## src/rtl/parking_gate_ctrl.sv

```systemverilog
`default_nettype none
// ============================================================================
//  Module      : parking_gate_ctrl
//  Description : Multi-slot parking gate controller. Authenticates a driver
//                token, then admits a car into a slot (recording entry time)
//                or releases it (reporting parked duration). Repeated token
//                failures trigger a timed lockout.
//                Optional macro PARKING_FEE_EN adds a saturating fee output
//                (duration x RATE); without it fee is constant 0.
//  Revision    : 1.0 - initial release
// ============================================================================
module parking_gate_ctrl #(
    parameter int N_SLOTS     = 4,
    parameter int TOKEN_W     = 3,
    parameter int TIME_W      = 8,
    parameter int MAX_TRIES   = 3,
    parameter int LOCK_CYCLES = 16,
    parameter int RATE        = 5,
    localparam int SLOT_W     = $clog2(N_SLOTS)
) (
    input  logic                clock,
    input  logic                reset,
    input  logic                request,
    input  logic                mode,
    input  logic [SLOT_W-1:0]   slot_id,
    input  logic                confirm,
    input  logic [TOKEN_W-1:0]  user_token,
    input  logic [TOKEN_W-1:0]  system_token,
    input  logic [TIME_W-1:0]   time_now,
    output logic                grant,
    output logic                deny,
    output logic                locked,
    output logic [N_SLOTS-1:0]  occupied,
    output logic [TIME_W-1:0]   duration,
    output logic                duration_valid,
    output logic [TIME_W+7:0]   fee,
    output logic [2:0]          state_o
);

    localparam int FAIL_W = $clog2(MAX_TRIES + 1);
    localparam int LOCK_W = (LOCK_CYCLES > 1) ? $clog2(LOCK_CYCLES) : 1;
    localparam int FEE_W  = TIME_W + 8;
    localparam logic [FAIL_W-1:0] MAX_TRIES_C = FAIL_W'(MAX_TRIES);
    localparam logic [LOCK_W-1:0] LOCK_LAST   = LOCK_W'(LOCK_CYCLES - 1);

    typedef enum logic [2:0] {
        S_IDLE   = 3'd0,
        S_AUTH   = 3'd1,
        S_COMMIT = 3'd2,
        S_GRANT  = 3'd3,
        S_DENY   = 3'd4,
        S_LOCK   = 3'd5
    } state_t;

    state_t              state_q, state_d;
    logic [FAIL_W-1:0]   fail_q, fail_d;
    logic [LOCK_W-1:0]   lock_cnt_q, lock_cnt_d;
    logic                grant_q, deny_q, locked_q;
    logic                mode_q;
    logic [SLOT_W-1:0]   slot_q;
    logic [N_SLOTS-1:0]  occupied_q;
    logic [TIME_W-1:0]   entry_time_q [N_SLOTS];
    logic [TIME_W-1:0]   duration_q;
    logic                dur_valid_q;

    logic                w_slot_ok;
    logic                w_tok_ok;
    logic                w_slot_busy;
    logic [TIME_W-1:0]   w_dur;
    logic                w_exit_commit;

    assign w_slot_ok     = (32'(slot_id) < N_SLOTS);
    assign w_tok_ok      = (user_token == system_token);
    assign w_slot_busy   = occupied_q[slot_q];
    // Modular subtraction gives the right answer across a time-stamp wrap.
    assign w_dur         = time_now - entry_time_q[slot_q];
    assign w_exit_commit = (state_q == S_COMMIT) && mode_q;

    // Next-state logic, failure counter and lockout timer.
    always_comb begin
        state_d    = state_q;
        fail_d     = fail_q;
        lock_cnt_d = lock_cnt_q;
        case (state_q)
            S_IDLE: begin
                if (request) state_d = w_slot_ok ? S_AUTH : S_DENY;
            end
            S_AUTH: begin
                if (!request) begin
                    state_d = S_IDLE;
                end else if (confirm) begin
                    if (w_tok_ok) begin
                        // Entry needs a free slot, exit needs an occupied one.
                        state_d = (mode_q == w_slot_busy) ? S_COMMIT : S_DENY;
                    end else begin
                        fail_d = fail_q + FAIL_W'(1);
                        if (fail_d == MAX_TRIES_C) begin
                            state_d    = S_LOCK;
                            lock_cnt_d = '0;
                        end else begin
                            state_d = S_DENY;
                        end
                    end
                end
            end
            S_COMMIT: begin
                fail_d  = '0;
                state_d = S_GRANT;
            end
            S_GRANT, S_DENY: begin
                if (!request) state_d = S_IDLE;
            end
            S_LOCK: begin
                if (lock_cnt_q == LOCK_LAST) begin
                    fail_d     = '0;
                    lock_cnt_d = '0;
                    state_d    = S_IDLE;
                end else begin
                    lock_cnt_d = lock_cnt_q + LOCK_W'(1);
                end
            end
            default: state_d = S_IDLE;
        endcase
    end

    // State register and status flags registered on entry to each state.
    always_ff @(posedge clock or negedge reset) begin
        if (!reset) begin
            state_q    <= S_IDLE;
            fail_q     <= '0;
            lock_cnt_q <= '0;
            grant_q    <= 1'b0;
            deny_q     <= 1'b0;
            locked_q   <= 1'b0;
        end else begin
            state_q    <= state_d;
            fail_q     <= fail_d;
            lock_cnt_q <= lock_cnt_d;
            grant_q    <= (state_d == S_GRANT);
            deny_q     <= (state_d == S_DENY);
            locked_q   <= (state_d == S_LOCK);
        end
    end

    // Request latching plus slot occupancy, entry times and exit duration.
    always_ff @(posedge clock or negedge reset) begin
        if (!reset) begin
            mode_q      <= 1'b0;
            slot_q      <= '0;
            occupied_q  <= '0;
            duration_q  <= '0;
            dur_valid_q <= 1'b0;
            for (int i = 0; i < N_SLOTS; i++) entry_time_q[i] <= '0;
        end else begin
            dur_valid_q <= 1'b0;
            if ((state_q == S_IDLE) && request) begin
                mode_q <= mode;
                slot_q <= slot_id;
            end
            if (state_q == S_COMMIT) begin
                if (!mode_q) begin
                    occupied_q[slot_q]   <= 1'b1;
                    entry_time_q[slot_q] <= time_now;
                end else begin
                    occupied_q[slot_q] <= 1'b0;
                    duration_q         <= w_dur;
                    dur_valid_q        <= 1'b1;
                end
            end
        end
    end

`ifdef PARKING_FEE_EN
    localparam int PROD_W = TIME_W + 32;
    logic [PROD_W-1:0] w_prod;
    logic [FEE_W-1:0]  w_fee_sat;
    logic [FEE_W-1:0]  fee_q;

    assign w_prod    = PROD_W'(w_dur) * PROD_W'(RATE);
    assign w_fee_sat = (|w_prod[PROD_W-1:FEE_W]) ? '1 : w_prod[FEE_W-1:0];

    // Fee register, updated alongside duration on every exit.
    always_ff @(posedge clock or negedge reset) begin
        if (!reset) begin
            fee_q <= '0;
        end else if (w_exit_commit) begin
            fee_q <= w_fee_sat;
        end
    end

    assign fee = fee_q;
`else
    logic        w_unused_exit;
    logic [31:0] w_unused_rate;
    assign w_unused_exit = w_exit_commit;
    assign w_unused_rate = RATE;
    assign fee           = '0;
`endif

    assign grant          = grant_q;
    assign deny           = deny_q;
    assign locked         = locked_q;
    assign occupied       = occupied_q;
    assign duration       = duration_q;
    assign duration_valid = dur_valid_q;
    assign state_o        = state_q;

endmodule
`default_nettype wire
```

## config.mk

```make
export PLATFORM = sky130hd
export DESIGN_NAME = parking_gate_ctrl
export DESIGN_NICKNAME = d
export VERILOG_FILES = /design/src/rtl/parking_gate_ctrl.sv
export SDC_FILE = /design/constraint.sdc
export NUM_CORES = 1
export LEC_CHECK = 0
export CAP_MARGIN = 20
export CORE_ASPECT_RATIO = 1.2
export CORE_UTILIZATION = 53
export CTS_CLUSTER_SIZE = 16
export DETAILED_ROUTE_END_ITERATION = 10
export GPL_TIMING_DRIVEN = 0
export PLACE_DENSITY_LB_ADDON = 0.2
export SYNTH_ARGS = -nofsm -noshare
export SYNTH_HDL_FRONTEND = slang
export SYNTH_SLANG_ARGS = --single-unit
```

## constraint.sdc

```tcl
create_clock -name clock -period 3.4 [get_ports clock]
set_input_delay 0.68 -clock clock [delete_from_list [all_inputs] [get_ports clock]]
set_output_delay 0.68 -clock clock [all_outputs]
set_load 0.01 [all_outputs]
```

---- After elaboration in Yosys (flattened, before gate mapping) ----
Index checks and enable logic that the tools add are counted.
storage, ports and cells
  bits in registers ....................... 60
  output and inout port bits .............. 35
  logic and storage cells ................. 88
operators by class
  add/sub/neg operators ................... 3
  $lt $le $gt $ge ......................... 4
  eq/ne operators ......................... 17
  muxes and demuxes ....................... 33
  bitwise logic cells ..................... 5
  reduce and logical (&&, ||, !) cells .... 11
operators by type and width
  operator             number
  $bwmux 32            1
  $mux 4               6
  $mux 8               3
  $mux 3               7
  $bmux 8 s2           1
  $demux 8 s2          1
  $pmux 3 s5           1
  $eq 3x3->1 const B   4
  $ne 2x2->1 const B   5
  $reduce_and 5->1     2
  $eq 3x2->1 const B   3
  $mux 2               4
  $pmux 4 s2           1
  $sub 8x8->8          1
  $pmux 2 s3           1
  $mux 1               5
  $add 4x1->4 const B  1
  $and 4x4->4          1
  $eq 4x4->1 const B   1
  $not 4->4            1
  $or 4x4->4           1
  $reduce_and 2->1     2
  $eq 3x1->1 const B   1
  $eq 3x3->1           1
  other kinds (16)     18

---- Longest topological paths before layout ----
  depth in word-level cells ............... 9
  mapped depth ............................ 10
  mapped depth without buffers ............ 8

---- Worst setup path before layout ----
OpenSTA, ideal clock, no wires.
  kind .................................... flip-flop to flip-flop
  from .................................... register slot_q[0]
  to ...................................... register duration_q[6] (netlist: duration[6])
  library setup time ...................... 0.095 ns
  arrival time ............................ 2.459 ns
  required time ........................... 3.305 ns
  setup slack ............................. 0.845 ns
  cell stages (with the launch flop) ...... 11
  path buffers ............................ 2
  period minus slack after synthesis ...... 2.555 ns
  cell sequence ........................... dfrtp_1 -> buf_2 -> buf_2 -> mux4_2 -> inv_1 -> ha_1 -> nor2b_1 -> o31a_1 -> o21a_1 -> o21a_1 -> o31ai_1
on the way
  cells in the longest elaborated chain, start to end .. 5
RTL lines
  element                                    RTL line  source
  start, declared                            60        logic [SLOT_W-1:0] slot_q;
  start signal, assigned                     158       slot_q <= slot_id;
  $not 2->3 (implied by the code)            76        assign w_dur = time_now - entry_time_q[slot_q];
  $bmux 8 s2                                 76
  $mux 8 (implied by the code) (2 in a row)  76
  $sub 8x8->8                                76
  end signal, assigned                       166       duration_q <= w_dur;
  end, declared                              63        logic [TIME_W-1:0] duration_q;
No other way between the ends. The select of a mux whose other input is x is not followed.
A chain may end at the register's enable or synchronous reset.

---- Final worst setup path ----
Ends and elaborated chain as after synthesis.

==> flow_metrics.env <==
export IMPL_arrival_ns=3.07
export IMPL_final_core_util_pct=68.6
export IMPL_critPathRequiredTime_ns=3.66
export IMPL_n_antenna_cell=0
export IMPL_finalHoldViolations=0
export IMPL_finClkSkew_ns=0.00981
export IMPL_ys_seq_area_share_pct=47.7
export IMPL_intPower_mw=2.07
export IMPL_ys_top_cells_by_area="dfrtp_1 48%, mux2_2 8.2%, mux4_2 6.4%, buf_4 4.1%, mux2_4 3.8%"
export IMPL_synth_area_per_cell_um2=11.6
export IMPL_synth_top_cell_area_share_pct=47.7
export IMPL_antenna_found_initial=0
export IMPL_ys_types=48
export IMPL_p_sw_share_pct=33.4
export IMPL_area_growth_pct=24.2
export IMPL_drive_gt1_share_pct=24.9
export IMPL_antenna_left=0
export IMPL_pwr_share_comb_pct=42.7
export IMPL_powerDensity_nw_per_um2=793
export IMPL_layout_common_cells="60 x dfrtp_1, 38 x clkdlybuf4s50_1, 28 x nand2_1"
export IMPL_clk_latency_ns=0.34
export IMPL_finalInstanceArea_um2=3910
export IMPL_path_clk_slew_ns=0.07
export IMPL_yosysWarnings=0
export IMPL_drc=0
export IMPL_die_x_um=72.4
export IMPL_die_h_um=86.4
export IMPL_maxSlewHeadroom_pct=59.1
export IMPL_ir_drop_v=0.000574
export IMPL_crit_buf_inv=2
export IMPL_core_area_um2=5710
export IMPL_synth_edf_count=0
export IMPL_clockBufferDepth=2
export IMPL_dieArea_um2=6250
export IMPL_postCtsSetupBuffers=0
export IMPL_cts_tree="yes"
export IMPL_start_util_pct=55.2
export IMPL_ys_async_sr_fraction_pct=100
export IMPL_grt_pass1_wl_um=10100
export IMPL_overflow=0
export IMPL_period_share_pct=82.9
export IMPL_crit_fanout=10
export IMPL_worst_slew_pin_slew_ns=0.614
export IMPL_crit_path_frequent_cell="buf_2"
export IMPL_r2r_cells=10
export IMPL_dpl_cell_area_um2=3710
export IMPL_cts_hold_buf=0
export IMPL_rr_startpoint="slot_q[0]"
export IMPL_htree_levels=3
export IMPL_setup_viol=0
export IMPL_r2r_slack_ns=0.58
export IMPL_clock_root_buffer="clkbuf_8"
export IMPL_syn_inst=271
export IMPL_dpl_worst_slack_ns=0.554
export IMPL_drtIter0Drc=98
export IMPL_portBuffers=39
export IMPL_nNetsFinal=368
export IMPL_switchingPower_mw=1.04
export IMPL_outcome="complete, no violations"
export IMPL_mostFrequentLayoutCell="dfrtp_1"
export IMPL_fmax_ghz=0.355
export IMPL_cp_end_kind="flop"
export IMPL_crit_family="adder cells"
export IMPL_timing_final_ws_setup_ns=0.581
export IMPL_cap_violations=0
export IMPL_clock_sinks=60
export IMPL_hp_class="primary input to asynchronous set/reset pin"
export IMPL_timing_rr_end="duration[6]"
export IMPL_grt_max_degree=38
export IMPL_vias_per_cell=5.27
export IMPL_netlist_area_um2=3150
export IMPL_place_gp_congestion=0.795
export IMPL_vias=2225
export IMPL_drt_wl_total_um=6100
export IMPL_yosys_area_top_type="dfrtp_1"
export IMPL_cts_made_buffers=9
export IMPL_cts_resized=0
export IMPL_critPathLaunchType="flop"
export IMPL_p_clk_share_pct=21.0
export IMPL_num_io_pins=56
export IMPL_firstDrtPassIters=4
export IMPL_cp_cell_sequence="buf_2 -> buf_2 -> mux4_2 -> ha_1 -> fa_1 -> nor2b_1 -> o31a_1 -> o21a_1 -> nor3_1 -> o31ai_1"
export IMPL_hpwl_um=4440
export IMPL_track_usage_pct=21.8
export IMPL_crit_slowest_cell="mux4_2"
export IMPL_timing_final_max_slew_violations=0
export IMPL_ys_ff_latch=60
export IMPL_worstSetupPathType="flop to flop"
export IMPL_fin_crit_ns=2.82
export IMPL_wl_per_cell_um=14.5
export IMPL_grt_pass1_vias=2159
export IMPL_seqPwrFrac_pct=36.3
export IMPL_rsz0062_at_grt="false"
export IMPL_num_rows=30
export IMPL_critPathMaxStageDelay_ns=0.55
export IMPL_synth_flop_cell="dfrtp_1"
export IMPL_power_leakage_nw=1.82
==> worst max path at each step <==
stage | slack (ns) | cells past startpoint | start | end
6_report | 0.58 | 10 | slot_q[0] | duration[6]
5_1_grt | 0.41 | 10 | slot_q[0] | duration[6]
4_1_cts | 0.55 | 10 | slot_q[0] | duration[6]
3_5_place_dp | 0.55 | 10 | slot_q[0] | duration[6]
3_3_place_gp | -0.24 | 1 | reset | deny
2_1_floorplan | 0.85 | 10 | slot_q[0] | duration[6]
==> metal layers <==
| layer | global-route usage [%] | up-vias | wire length (um) |
|---|---|---|---|
| li1 | - | 1061 | - |
| met1 | 25.5 | 1096 | 2510 |
| met2 | 37.0 | 57 | 3240 |
| met3 | 6.40 | 11 | 261 |
| met4 | 9.98 | 0 | 93 |
| met5 | 0 | - | 0 |
==> synthesized netlist by cell type, types with 2 or more instances <==
| cell type | instances |
|---|---|
| a211oi_1 | 3 |
| a21oi_1 | 4 |
| a31oi_1 | 3 |
| buf_2 | 4 |
| buf_4 | 17 |
| buf_6 | 2 |
| clkbuf_1 | 4 |
| dfrtp_1 | 60 |
| ha_1 | 9 |
| inv_1 | 12 |
| mux2_2 | 23 |
| mux2_4 | 8 |
| mux4_2 | 9 |
| nand2_1 | 28 |
| nand2b_1 | 5 |
| nand3_1 | 6 |
| nor2_1 | 8 |
| nor2b_1 | 3 |
| nor3_1 | 4 |
| o21a_1 | 5 |
| o21ai_0 | 18 |
| o31ai_1 | 5 |
| xnor2_1 | 5 |
| xor2_1 | 2 |
==> logic make-up after synthesis <==
group	count (synthesis)	share of synthesized area, %
AO/OA/AOI/OAI	47	9.62
XOR/XNOR	7	1.95
adder cells (fa/ha/maj)	10	4.21
buffers and inverters	39	7.31
flip-flops	60	47.7
multiplexers	41	18.8
other	1	0.119
AND/OR/NAND/NOR	66	10.3
==> final cells by class <==
type / count / area [um^2]
inverter: 12 / 45.0
clock buffer: 11 / 151
fill: 454 / 1790
multi-input combinational: 187 / 1470
sequential: 60 / 1500
clock inverter: 5 / 50.0
timing repair buffer: 40 / 405
tap: 80 / 100
buffer: 27 / 185
==> power groups by stage <==
stage	Sequential, mW	Clock [mW]	Combinational, mW
4_1_cts	1.13	0.661	1.34
3_3_place_gp	1.12	0	1.28
6_report	1.13	0.650	1.33
3_5_place_dp	1.14	0	1.33
5_1_grt	1.15	0.696	1.46
2_1_floorplan	1.13	0	0.918
==> flip-flops by register name, summed over array words and instances (netlist names), named ones only <==
register,cells
deny,1
slot_q,2
fail_q,2
lock_cnt_q,4
entry_time_q,32
locked,1
grant,1
state_o,3
mode_q,1
duration_valid,1
duration,8
==> metrics by stage <==
stage / setup TNS [ns] / power [mW] / hold slack [ns] / instances
final: 0 / 3.10 / 0.326 / 422
after global routing: 0 / 3.31 / 0.358 / 422
after CTS: 0 / 3.12 / 0.335 / 422
after detailed placement: 0 / 2.47 / 0.465 / 406
after global placement: -14.23 / 2.40 / 0.457 / 405
after floorplan: 0 / 2.05 / 0.384 / 286
No activity file was read; power rests on OpenSTA's default activity.
